`config.mk`:
```
export PLATFORM = sky130hd
export DESIGN_NAME = seven_segment_scan_n
export DESIGN_NICKNAME = d
export VERILOG_FILES = /design/src/rtl/seg7_pkg.sv /design/src/rtl/seg7_decoder.sv /design/src/rtl/seven_segment_scan_n.sv
export SDC_FILE = /design/constraint.sdc
export NUM_CORES = 1
export LEC_CHECK = 0
export ABC_AREA = 1
export CAP_MARGIN = 30
export CORE_MARGIN = 2
export CORE_UTILIZATION = 25
export DETAILED_ROUTE_END_ITERATION = 12
export PLACE_DENSITY_LB_ADDON = 0.05
export SLEW_MARGIN = 20
export SYNTH_ARGS = -nofsm -noshare
export SYNTH_HDL_FRONTEND = slang
export SYNTH_SLANG_ARGS = --single-unit
export TNS_END_PERCENT = 50
```
`constraint.sdc`:
```
create_clock -name clk -period 3.1 [get_ports clk]
set_input_delay 0.62 -clock clk [delete_from_list [all_inputs] [get_ports clk]]
set_output_delay 0.62 -clock clk [all_outputs]
set_load 0.02 [all_outputs]
```
`src/rtl/seg7_pkg.sv`:
```
// Shared 7-segment constants and nibble decode for common-anode (active-low) displays.
// Segment order is {a,b,c,d,e,f,g}.
package seg7_pkg;

    localparam logic [6:0] SEG_BLANK = 7'h7F;
    localparam logic [6:0] SEG_0 = 7'b0000001;
    localparam logic [6:0] SEG_1 = 7'b1001111;
    localparam logic [6:0] SEG_2 = 7'b0010010;
    localparam logic [6:0] SEG_3 = 7'b0000110;
    localparam logic [6:0] SEG_4 = 7'b1001100;
    localparam logic [6:0] SEG_5 = 7'b0100100;
    localparam logic [6:0] SEG_6 = 7'b0100000;
    localparam logic [6:0] SEG_7 = 7'b0001111;
    localparam logic [6:0] SEG_8 = 7'b0000000;
    localparam logic [6:0] SEG_9 = 7'b0000100;
    localparam logic [6:0] SEG_A = 7'b0001000;
    localparam logic [6:0] SEG_B = 7'b1100000;
    localparam logic [6:0] SEG_C = 7'b0110001;
    localparam logic [6:0] SEG_D = 7'b1000010;
    localparam logic [6:0] SEG_E = 7'b0110000;
    localparam logic [6:0] SEG_F = 7'b0111000;

    function automatic logic [6:0] seg7_decode(input logic [3:0] nibble, input logic hex_en);
        logic [6:0] seg;
        case (nibble)
            4'd0:    seg = SEG_0;
            4'd1:    seg = SEG_1;
            4'd2:    seg = SEG_2;
            4'd3:    seg = SEG_3;
            4'd4:    seg = SEG_4;
            4'd5:    seg = SEG_5;
            4'd6:    seg = SEG_6;
            4'd7:    seg = SEG_7;
            4'd8:    seg = SEG_8;
            4'd9:    seg = SEG_9;
            4'd10:   seg = hex_en ? SEG_A : SEG_BLANK;
            4'd11:   seg = hex_en ? SEG_B : SEG_BLANK;
            4'd12:   seg = hex_en ? SEG_C : SEG_BLANK;
            4'd13:   seg = hex_en ? SEG_D : SEG_BLANK;
            4'd14:   seg = hex_en ? SEG_E : SEG_BLANK;
            default: seg = hex_en ? SEG_F : SEG_BLANK;
        endcase
        return seg;
    endfunction

endpackage

```
`src/rtl/seg7_decoder.sv`:
```
// Combinational nibble to active-low segment pattern.
module seg7_decoder
    import seg7_pkg::*;
#(
    parameter int HEX_EN = 0
) (
    input  logic [3:0] nibble,
    output logic [6:0] seg
);

    always_comb begin
        seg = seg7_decode(nibble, HEX_EN != 0);
    end

endmodule

```
`src/rtl/seven_segment_scan_n.sv`:
```
// Time-multiplexed N-digit common-anode 7-segment driver with blink, decimal points,
// leading-zero blanking and per-slot dead time. Displays a snapshot captured on load_i.
module seven_segment_scan_n
    import seg7_pkg::*;
#(
    parameter int N_DIGITS    = 4,
    parameter int SCAN_DIV    = 32768,
    parameter int DEAD_CYCLES = 64,
    parameter int BLINK_DIV   = 16777216,
    parameter int HEX_EN      = 0
) (
    input  logic                  clk,
    input  logic                  rst,
    input  logic [4*N_DIGITS-1:0] digits_i,
    input  logic                  load_i,
    input  logic [N_DIGITS-1:0]   blink_mask_i,
    input  logic [N_DIGITS-1:0]   dp_i,
    input  logic                  blank_lz_i,
    output logic [N_DIGITS-1:0]   anode_o,
    output logic [6:0]            seg_o,
    output logic                  dp_o,
    output logic                  blink_phase_o
);

    localparam int SCAN_W  = $clog2(SCAN_DIV);
    localparam int BLINK_W = $clog2(BLINK_DIV);
    localparam int SEL_W   = (N_DIGITS > 1) ? $clog2(N_DIGITS) : 1;

    logic [4*N_DIGITS-1:0] sh_digits;
    logic [N_DIGITS-1:0]   sh_blink;
    logic [N_DIGITS-1:0]   sh_dp;
    logic [SCAN_W-1:0]     scan_cnt;
    logic [BLINK_W-1:0]    blink_cnt;
    logic [SEL_W-1:0]      sel;

    logic [N_DIGITS-1:0]   lz_blank;
    logic [3:0]            cur_nibble;
    logic [6:0]            dec_seg;
    logic                  lit;

    // A digit is a leading zero when it and every more-significant nibble are zero.
    always_comb begin
        lz_blank = '0;
        for (int unsigned k = 1; k < N_DIGITS; k++) begin
            lz_blank[k] = blank_lz_i && ((sh_digits >> (4 * k)) == '0);
        end
    end

    always_comb begin
        cur_nibble = sh_digits[4*int'(sel) +: 4];
        lit = (int'(scan_cnt) >= DEAD_CYCLES)
              && !(sh_blink[sel] && blink_phase_o)
              && !lz_blank[sel];
    end

    seg7_decoder #(.HEX_EN(HEX_EN)) u_dec (
        .nibble (cur_nibble),
        .seg    (dec_seg)
    );

    always_ff @(posedge clk) begin
        if (rst) begin
            sh_digits     <= '0;
            sh_blink      <= '0;
            sh_dp         <= '0;
            scan_cnt      <= '0;
            sel           <= '0;
            blink_cnt     <= '0;
            blink_phase_o <= 1'b0;
            anode_o       <= '1;
            seg_o         <= SEG_BLANK;
            dp_o          <= 1'b1;
        end else begin
            if (load_i) begin
                sh_digits <= digits_i;
                sh_blink  <= blink_mask_i;
                sh_dp     <= dp_i;
            end

            if (int'(scan_cnt) == SCAN_DIV - 1) begin
                scan_cnt <= '0;
                sel      <= (int'(sel) == N_DIGITS - 1) ? '0 : sel + 1'b1;
            end else begin
                scan_cnt <= scan_cnt + 1'b1;
            end

            if (int'(blink_cnt) == BLINK_DIV - 1) begin
                blink_cnt     <= '0;
                blink_phase_o <= ~blink_phase_o;
            end else begin
                blink_cnt <= blink_cnt + 1'b1;
            end

            anode_o <= '1;
            seg_o   <= SEG_BLANK;
            dp_o    <= 1'b1;
            if (lit) begin
                anode_o[sel] <= 1'b0;
                seg_o        <= dec_seg;
                dp_o         <= ~sh_dp[sel];
            end
        end
    end

endmodule
```
# Yosys cells after proc, flatten, opt, wreduce, memory -nomap -nowiden
# Memory sizes are Yosys's and may differ from the RTL's. A register that Yosys moved wholly into a read port is not among the register bits.
# Cells that the tools add are included.
[totals]
in_bits = 28
romBits = 112
register_bits = 71
wordCells = 48
mem_count = 1
[mem_list]
columns = ["name", "depth", "word_bits", "rd", "rd_clocked_by_memory_dff", "write_ports", "line", "rtl"]
rows = [
  ["(name not given)", 16, 7, 1, 1, 0, "seg7_pkg.sv:25", "case (nibble)"],
]
[classes]
n_eq_ne = 3
magnitude_cmp = 3
mux = 9
bitwise = 4
addsub = 3
shift = 1
n_reduce_logical = 15
[ops]
columns = ["op", "count"]
rows = [
  ["$logic_not 16->1", 3],
  ["$add 24x1->24 const B", 1],
  ["$eq 24x1->1 const B", 1],
  ["$shiftx 16x5->4", 1],
  ["$add 15x1->15 const B", 1],
  ["$eq 15x1->1 const B", 1],
  ["$ge 15x7->1 const B", 1],
  ["$logic_and 1x1->1", 7],
  ["$bmux 1 s2", 3],
  ["$reduce_or 2->1", 3],
  ["$mux 1", 4],
  ["$not 4->4", 1],
  ["$lt 2x3->1 const B", 1],
  ["$not 1->1", 3],
  ["$add 2x1->2 const B", 1],
  ["$demux 1 s2", 1],
  ["$eq 2x1->1 const B", 1],
  ["$ge 2x1->1 const B", 1],
  ["$logic_not 1->1", 2],
  ["$mux 2", 1],
]

# Logic depth before layout (Yosys ltp)
# Gate-level depths: netlist of the first run.
[logic_depth]
ltp_word = 8
mapped_depth = 14
mapped_depth_nobuf = 12

# Hierarchy
# From an unflattened synthesis of the first run, not the netlist that was laid out.
[hier_totals]
hier_cells = 540
hier_area_um2 = 3832.4
[modules_own_cells]
columns = ["module", "area_each_um2", "cells_each", "n_inst", "seq_area_each_um2"]
rows = [
  ["seven_segment_scan_n", 3644.7, 505, 1, 1561.5],
  ["seg7_decoder", 187.7, 35, 1, 0.0],
]

# Least setup slack after synthesis of the first run
# Ideal clock, no wire load.
[synth_timing]
path_type = "reg-to-reg"
start = "register sel[0]"
end = "register seg_o[1]"
arrival_time_ns = 1.521
required_time_ns = 2.987
path_stages_with_launch = 15
slack_ns = 1.466
n_path_buf = 2
synth_period_minus_slack_ns = 1.634
path_cell_list = "dfxtp_1 > buf_6 > inv_6 > buf_12 > nand2_1 > nand3_1 > nand2_1 > inv_1 > ha_1 > inv_1 > nand3_1 > nand3_1 > nand2_1 > inv_1 > nand2_2"
[synth_via]
elab_chain_cells = 8
elab_cells_between_ends = 12
cone_classes = "shift (1); mux (4); bitwise (1); reduce/logical (6)"
[synth_rtl]
columns = ["element", "line", "rtl"]
rows = [
  ["from (decl)", "seven_segment_scan_n.sv:34", "logic [SEL_W-1:0] sel;"],
  ["from (signal assigned)", "seven_segment_scan_n.sv:82", "sel <= (int'(sel) == N_DIGITS - 1) ? '0 : sel + 1'b1;"],
  ["$bmux 1 s2", "seven_segment_scan_n.sv:52", "&& !(sh_blink[sel] && blink_phase_o)"],
  ["$mux 1 (not written as such)", "seven_segment_scan_n.sv:52", ""],
  ["$logic_and 1x1->1", "seven_segment_scan_n.sv:52", ""],
  ["$logic_not 1->1", "seven_segment_scan_n.sv:52", ""],
  ["$logic_and 1x1->1", "seven_segment_scan_n.sv:52", ""],
  ["$logic_and 1x1->1", "seven_segment_scan_n.sv:53", "&& !lz_blank[sel];"],
  ["$not 1->1 (no line)", "n/a", ""],
  ["$reduce_or 2->1 (no line)", "n/a", ""],
  ["to (decl)", "seven_segment_scan_n.sv:20", "output logic [6:0] seg_o,"],
]
# Several ways; a longest one is shown, not always the timed one. The select of a mux whose other input is x is not followed.
# A chain may end at the register's enable or synchronous reset.

# Worst setup path after layout of the first run
[layout_timing]
start = "register blink_phase_o"
end = "output blink_phase_o"
[layout_rtl]
columns = ["element", "line", "rtl"]
rows = [
  ["from (decl)", "seven_segment_scan_n.sv:22", "output logic blink_phase_o"],
  ["from (signal assigned)", "seven_segment_scan_n.sv:89", "blink_phase_o <= ~blink_phase_o;"],
]
# No word-level cell between the ends.

==> flow_metrics.env, run 1 <==
export IMPL_status="completed"
export IMPL_die_height_um=130
export IMPL_finalCritPeriodShare_pct=63.9
export IMPL_internal_power_mw=1.75
export IMPL_cp_cell_sequence="clkdlybuf4s50_1"
export IMPL_dieArea_um2=17000
export IMPL_synth_avg_cell_area_um2=7.19
export IMPL_period_needed_ns=1.98
export IMPL_ant_nets=0
export IMPL_finalWeightedCongestion=0.759
export IMPL_p_leak_nw=1.90
export IMPL_cts_htree_levels=3
export IMPL_syn_inst=556
export IMPL_grt_max_degree=30
export IMPL_power_frac_seq_pct=45.4
export IMPL_cpPeakStageDelay_ns=0.63
export IMPL_pwr_share_clk_pct=47.1
export IMPL_ys_ff_latch=78
export IMPL_skew_ns=0.00622
export IMPL_vias_per_cell=4.16
export IMPL_startpoint="blink_phase_o$_SDFFE_PP0P_"
export IMPL_diodes=0
export IMPL_cp_max_fo=4
export IMPL_switching_share_pct=24.3
export IMPL_drc=0
export IMPL_root_buffer="clkbuf_16"
export IMPL_p_sw_mw=0.562
export IMPL_clock_latency_ns=0.35
export IMPL_fin_nets=638
export IMPL_max_cap_violations=0
export IMPL_routedWlPerCell_um=12.2
export IMPL_synth_seq_area_share_pct=39.1
export IMPL_reg2reg_slack_ns=1.14
export IMPL_timing_rr_start="scan_cnt[0]$_SDFF_PP0_"
export IMPL_crit_arrival_ns=1.36
export IMPL_rsz0062_at_grt="no"
export IMPL_synth_compound_area_share_pct=7.55
export IMPL_comb_power_share_pct=7.5
export IMPL_synth_mux_area_share_pct=0
export IMPL_yosys_warnings=0
export IMPL_setup_viol=0
export IMPL_r2r_end="scan_cnt[4]$_SDFF_PP0_"
export IMPL_syn_area_um2=4000
export IMPL_cts_hold_buf=0
export IMPL_cts_buffers=9
export IMPL_io_buffers=40
export IMPL_worst_pin_slew_ns=0.709
export IMPL_yosys_area_share_xor_xnor_pct=3.29
export IMPL_synth_cell_types=32
export IMPL_drt_wl_total_um=9990
export IMPL_antenna_found_initial=0
export IMPL_postSynthNetCount=597
export IMPL_ir_worst_vdd_v=0.000282
export IMPL_cts_max_path_buffers=2
export IMPL_yosys_top_cells_area="dfxtp_1, nand2_1, nor2_1, inv_1, nand3_1"
export IMPL_slew_headroom_pct=52.7
export IMPL_drtPass1Iterations=5
export IMPL_worst_r2r_path_depth=8
export IMPL_timing_worst_setup_path_type="reg2out"
export IMPL_setup_worst_path_end="blink_phase_o"
export IMPL_critPathRequiredTime_ns=2.48
export IMPL_synth_adder_area_share_pct=4.07
export IMPL_drv_slew=0
export IMPL_hold_class="reg2reg"
export IMPL_core_area_um2=15800
export IMPL_drive_above_1_share_pct=14.1
export IMPL_die_w_um=130
export IMPL_cts_setup_buffers=0
export IMPL_cpMaxStageDelayCell="clkdlybuf4s50_1"
export IMPL_synth_largest_area_cell="dfxtp_1"
export IMPL_drtIter0Drc=174
export IMPL_place_inst=801
export IMPL_grtUsageTotal_pct=12.7
export IMPL_ios=41
export IMPL_setup_tns_ns=0
export IMPL_hold_viol=0
export IMPL_first_global_vias=3302
export IMPL_cts_tree="done"
export IMPL_critPathTopFamily="buffers and inverters"
export IMPL_end_kind="output port"
export IMPL_start_kind="flip-flop"
export IMPL_ctsResizeCount=0
export IMPL_clkTransAtPathRegs_ns=0.06
export IMPL_synth_simple_gate_area_share_pct=37.0
export IMPL_nFillCells=1743
export IMPL_synth_top_area_share_pct=39.1
export IMPL_placementRows=46
export IMPL_dp_hpwl_um=7200
export IMPL_num_vias=3399
export IMPL_area_growth_pct=22.1
export IMPL_grt_pass1_wl_um=16600
export IMPL_grt_overflow_total=0
export IMPL_powerDensity_nw_per_um2=474
export IMPL_max_freq_ghz=0.505
export IMPL_cp_depth=1
export IMPL_critPathBufInv=1
export IMPL_start_util_pct=25.3
export IMPL_cts_sinks=78
export IMPL_stdcell_count=818
export IMPL_synth_top_family_by_area="simple AND/OR/NAND/NOR gates"
-- area by class of cell --
cell class | count | area (µm²) | area share, %
multi-input combinational | 407 | 2070 | 42.5
inverter | 56 | 215 | 4.41
clock inverter | 6 | 61.3 | 1.26
timing repair buffer | 45 | 458 | 9.39
tap | 216 | 270 | 5.54
sequential | 78 | 1560 | 32.0
clock buffer | 10 | 239 | 4.90
-- cell usage in the layout (no fill, tap or decap), types with 4 or more instances in the layout --
cell,instances
nor2_1,96
nand2_2,18
ha_1,13
clkdlybuf4s50_1,40
nand2_1,126
nor2_2,20
o21ai_0,30
a21oi_2,6
clkbuf_16,9
a21oi_1,18
dfxtp_1,78
nor3_1,4
inv_1,52
buf_4,4
nand3_1,37
xor2_1,6
or2_2,5
xnor2_1,9
nand4_1,4
-- worst min path at each step --
| stage | start | to | slack (ns) | cells after the start |
|---|---|---|---|---|
| finish | blink_cnt[0]$_SDFF_PP0_ | blink_cnt[0]$_SDFF_PP0_ | 0.46 | 1 |
| global route | blink_cnt[0]$_SDFF_PP0_ | blink_cnt[0]$_SDFF_PP0_ | 0.49 | 1 |
| CTS | blink_cnt[0]$_SDFF_PP0_ | blink_cnt[0]$_SDFF_PP0_ | 0.47 | 1 |
| detailed placement | blink_cnt[0]$_SDFF_PP0_ | blink_cnt[0]$_SDFF_PP0_ | 0.45 | 1 |
| global placement | blink_cnt[0]$_SDFF_PP0_ | blink_cnt[0]$_SDFF_PP0_ | 0.44 | 1 |
| floorplan | blink_cnt[0]$_SDFF_PP0_ | blink_cnt[0]$_SDFF_PP0_ | 0.43 | 1 |
-- synthesized netlist by cell type (all sizes together) --
library cell and number:
nand2 147, nor2 119, dfxtp 78, inv 56, nand3 39, o21ai 31, a21oi 24, ha 13
buf 10, xnor2 9, nor3 6, xor2 6, clkbuf 5, or2 5, nand4 4, and2 2
nand3b 2
-- metrics by stage --
step / area (µm²) / hold WS, ns / setup WS (ns) / util [%] / total power [mW]
finish: 4880 / 0.464 / 1.12 / 30.9 / 2.31
global route: 4880 / 0.485 / 0.913 / 30.9 / 2.43
CTS: 4850 / 0.466 / 1.07 / 30.8 / 2.35
detailed placement: 4550 / 0.451 / 0.803 / 28.8 / 1.24
global placement: 4550 / 0.443 / 0.845 / 28.8 / 1.24
floorplan: 4000 / 0.427 / 1.47 / - / 1.18
-- state kept, by name, summed over array words and instances (netlist names) --
signal	flops
blink_cnt	24
sh_digits	16
scan_cnt	15
seg_o	7
anode_o	4
sh_blink	4
sh_dp	4
sel	2
blink_phase_o	1
dp_o	1
-- routing by layer --
metal | track usage (%) | up-vias | share of wire (%)
met5 | 0 | - | 0
met4 | 6.20 | 0 | 2.1
met3 | 2.52 | 13 | 3.3
met2 | 21.0 | 46 | 47
met1 | 15.9 | 1524 | 48
li1 | - | 1816 | -
-- power by group through the flow --
stage / clock [mW] / sequential (mW) / combinational [mW]
2_1_floorplan: 0 / 1.07 / 0.114
3_3_place_gp: 0 / 1.07 / 0.171
3_5_place_dp: 0 / 1.07 / 0.171
4_1_cts: 1.13 / 1.05 / 0.172
5_1_grt: 1.18 / 1.05 / 0.198
6_report: 1.09 / 1.05 / 0.173
-- kinds of logic (layout without fill, tap and decap cells) --
logic type | Yosys count | after routing
AOI/OAI and AO/OA | 55 | 55
xor gates and xnor gates | 15 | 15
adders and majority gates | 13 | 13
buffers and inverters | 71 | 117
DFF | 78 | 78
and+or+nand+nor | 324 | 324
Power figures use the tool's default switching activity.
==> inputs of run 2 (changes only) <==
==> constraint.sdc (replaced) <==
create_clock -name clk -period 1.82 [get_ports clk]
set_input_delay 0.364 -clock clk [delete_from_list [all_inputs] [get_ports clk]]
set_output_delay 0.364 -clock clk [all_outputs]
set_load 0.02 [all_outputs]
==> run 2 against run 1 <==
Sequential share of layout area fell by 0.17 points. Non-clock buffer count rose by 12. Setup slack lost 1.1 ns. First-iteration DRC count down 32%. Cell area rose by 0.62%. Power increased by 61%. Die area unchanged. Sequential power is 70% higher. Final cell count increased by 1.3%. Routed wire length fell by 2.1%. Global-route usage decreased by 0.058 points. Clock-buffer cell count unchanged. Critical path type unchanged. Highest routed layer unchanged.
==> flow_metrics.env, run 2 (synthesized netlist as in run 1, its figures left out) <==
export IMPL_clkTransAtPathRegs_ns=0.06
export IMPL_cp_max_fo=4
export IMPL_ir_worst_vdd_v=0.000452
export IMPL_powerDensity_nw_per_um2=758
export IMPL_drtPass1Iterations=4
export IMPL_dp_slack_ns=0.162
export IMPL_largest_reg_flops=24
export IMPL_cts_buffers=9
export IMPL_slew_headroom_pct=81.2
export IMPL_cp_cell_sequence="clkdlybuf4s50_1"
export IMPL_placementRows=46
export IMPL_worst_r2r_path_depth=11
export IMPL_max_freq_ghz=0.564
export IMPL_reg_top3="blink_cnt (24), sh_digits (16), scan_cnt (15)"
export IMPL_p_leak_nw=1.93
export IMPL_drv_slew=0
export IMPL_rsz0062_at_grt="no"
export IMPL_finalCritPeriodShare_pct=97.4
export IMPL_grt_pass1_wl_um=16500
export IMPL_cts_tree="done"
export IMPL_power_frac_seq_pct=48.2
export IMPL_end_kind="output port"
export IMPL_routedWlPerCell_um=11.8
export IMPL_crit_arrival_ns=1.41
export IMPL_die_height_um=130
export IMPL_start_util_pct=25.3
export IMPL_finalWeightedCongestion=0.808
export IMPL_antenna_found_initial=0
export IMPL_area_growth_pct=22.8
export IMPL_diodes=0
export IMPL_critPathBufInv=1
export IMPL_root_buffer="clkbuf_16"
export IMPL_hold_class="reg2reg"
export IMPL_switching_share_pct=24.7
export IMPL_timing_worst_setup_path_type="reg2out"
export IMPL_io_buffers=40
export IMPL_startpoint="blink_phase_o$_SDFFE_PP0P_"
export IMPL_cpMaxStageDelayCell="clkdlybuf4s50_1"
export IMPL_grt_overflow_total=0
export IMPL_status="completed"
export IMPL_period_needed_ns=1.77
export IMPL_num_vias=3369
export IMPL_core_area_um2=15800
export IMPL_drtIter0Drc=118
export IMPL_dieArea_um2=17000
export IMPL_vias_per_cell=4.06
export IMPL_final_common_cell="nand2_1"
export IMPL_drive_above_1_share_pct=15.8
export IMPL_hold_viol=0
export IMPL_drc=0
export IMPL_wl_met3_um=422
export IMPL_setup_slack_ns=0.0467
export IMPL_p_sw_mw=0.920
export IMPL_worst_pin_slew_ns=0.281
export IMPL_start_kind="flip-flop"
export IMPL_wl_met1_um=4730
export IMPL_setup_worst_path_end="blink_phase_o"
export IMPL_dp_hpwl_um=7410
export IMPL_critPathTopFamily="buffers and inverters"
export IMPL_cpPeakStageDelay_ns=0.65
export IMPL_internal_power_mw=2.80
export IMPL_cts_max_path_buffers=2
export IMPL_cp_depth=1
export IMPL_pwr_share_clk_pct=43.8
export IMPL_top_layer="met4"
export IMPL_met2_wirelength_um=4500
export IMPL_min_path_cells=1
export IMPL_ios=41
export IMPL_clock_latency_ns=0.34
export IMPL_setup_viol=0
export IMPL_grt_max_degree=25
export IMPL_grtUsageTotal_pct=12.7
export IMPL_cts_sinks=78
export IMPL_die_w_um=130
export IMPL_critPathRequiredTime_ns=1.46
export IMPL_timing_rr_start="sel[1]$_SDFFE_PP0P_"
export IMPL_max_cap_violations=0
export IMPL_ant_nets=0
export IMPL_skew_ns=0.00878
export IMPL_cts_setup_buffers=0
export IMPL_fin_nets=650
export IMPL_final_cell_mix="nand2_1, nor2_1, dfxtp_1"
export IMPL_drt_wl_total_um=9780
export IMPL_r2r_end="seg_o[0]$_SDFF_PP1_"
export IMPL_setup_tns_ns=0
export IMPL_cts_htree_levels=3
export IMPL_reg2reg_slack_ns=0.25
export IMPL_comb_power_share_pct=8.0
export IMPL_regMostFlops="blink_cnt"
export IMPL_first_global_vias=3416
==> run 2: cell type report <==
cell class | instances | area (µm²)
clock buffer | 10 | 229
clock inverter | 5 | 27.5
fill | 1751 | 10900
inverter | 56 | 215
multi-input combinational | 407 | 2070
sequential | 78 | 1560
tap | 216 | 270
timing repair buffer | 57 | 528
==> run 2: metrics by stage <==
stage                     instance area (µm²)  utilization (%)  hold WS, ns  instances  total power [mW]
after floorplan                          4000                -        0.427        556              2.01
after global placement                   4650             29.5        0.440        814              2.13
after detailed placement                 4650             29.5        0.448        814              2.13
after CTS                                4900             31.1        0.462        829              3.79
after global routing                     4910             31.1        0.475        829              3.90
final                                    4910             31.1        0.461        829              3.72
==> run 2: worst min-delay path by stage <==
stage	to	from	slack, ns
finish	blink_cnt[0]$_SDFF_PP0_	blink_cnt[0]$_SDFF_PP0_	0.46
global route	blink_cnt[0]$_SDFF_PP0_	blink_cnt[0]$_SDFF_PP0_	0.48
CTS	blink_cnt[0]$_SDFF_PP0_	blink_cnt[0]$_SDFF_PP0_	0.46
detailed placement	blink_cnt[0]$_SDFF_PP0_	blink_cnt[0]$_SDFF_PP0_	0.45
global placement	blink_cnt[0]$_SDFF_PP0_	blink_cnt[0]$_SDFF_PP0_	0.44
floorplan	blink_cnt[0]$_SDFF_PP0_	blink_cnt[0]$_SDFF_PP0_	0.43
==> run 2: routing by layer <==
metal	up-vias	GRT usage [%]
li1	1833	-
met1	1487	15.2
met2	37	21.4
met3	12	4.19
met4	0	4.07
met5	-	0
==> run 2: power groups by stage <==
stage                     sequential (mW)  clock (mW)  combinational, mW
after CTS                            1.79        1.70              0.302
after global routing                 1.80        1.76              0.342
after floorplan                      1.82           0              0.195
final                                1.79        1.63              0.297
after detailed placement             1.83           0              0.300
after global placement               1.83           0              0.299
==> run 2: repair_timing <==
| item | in CTS | in global routing |
|---|---|---|
| setup endpoints to repair | 0 | 4 |
| hold buffers | 0 | 0 |
| gates resized for setup | 0 | 2 |
==> inputs of run 3 (changes only) <==
--- a/config.mk
+++ b/config.mk
@@ -9,6 +9,7 @@
 export CAP_MARGIN = 30
 export CORE_MARGIN = 2
 export CORE_UTILIZATION = 25
+export CTS_CLUSTER_SIZE = 8
 export DETAILED_ROUTE_END_ITERATION = 12
 export PLACE_DENSITY_LB_ADDON = 0.05
 export SLEW_MARGIN = 20
==> results of run 3 <==
The final DEF is identical to that of run 2; final timing and power are the same.
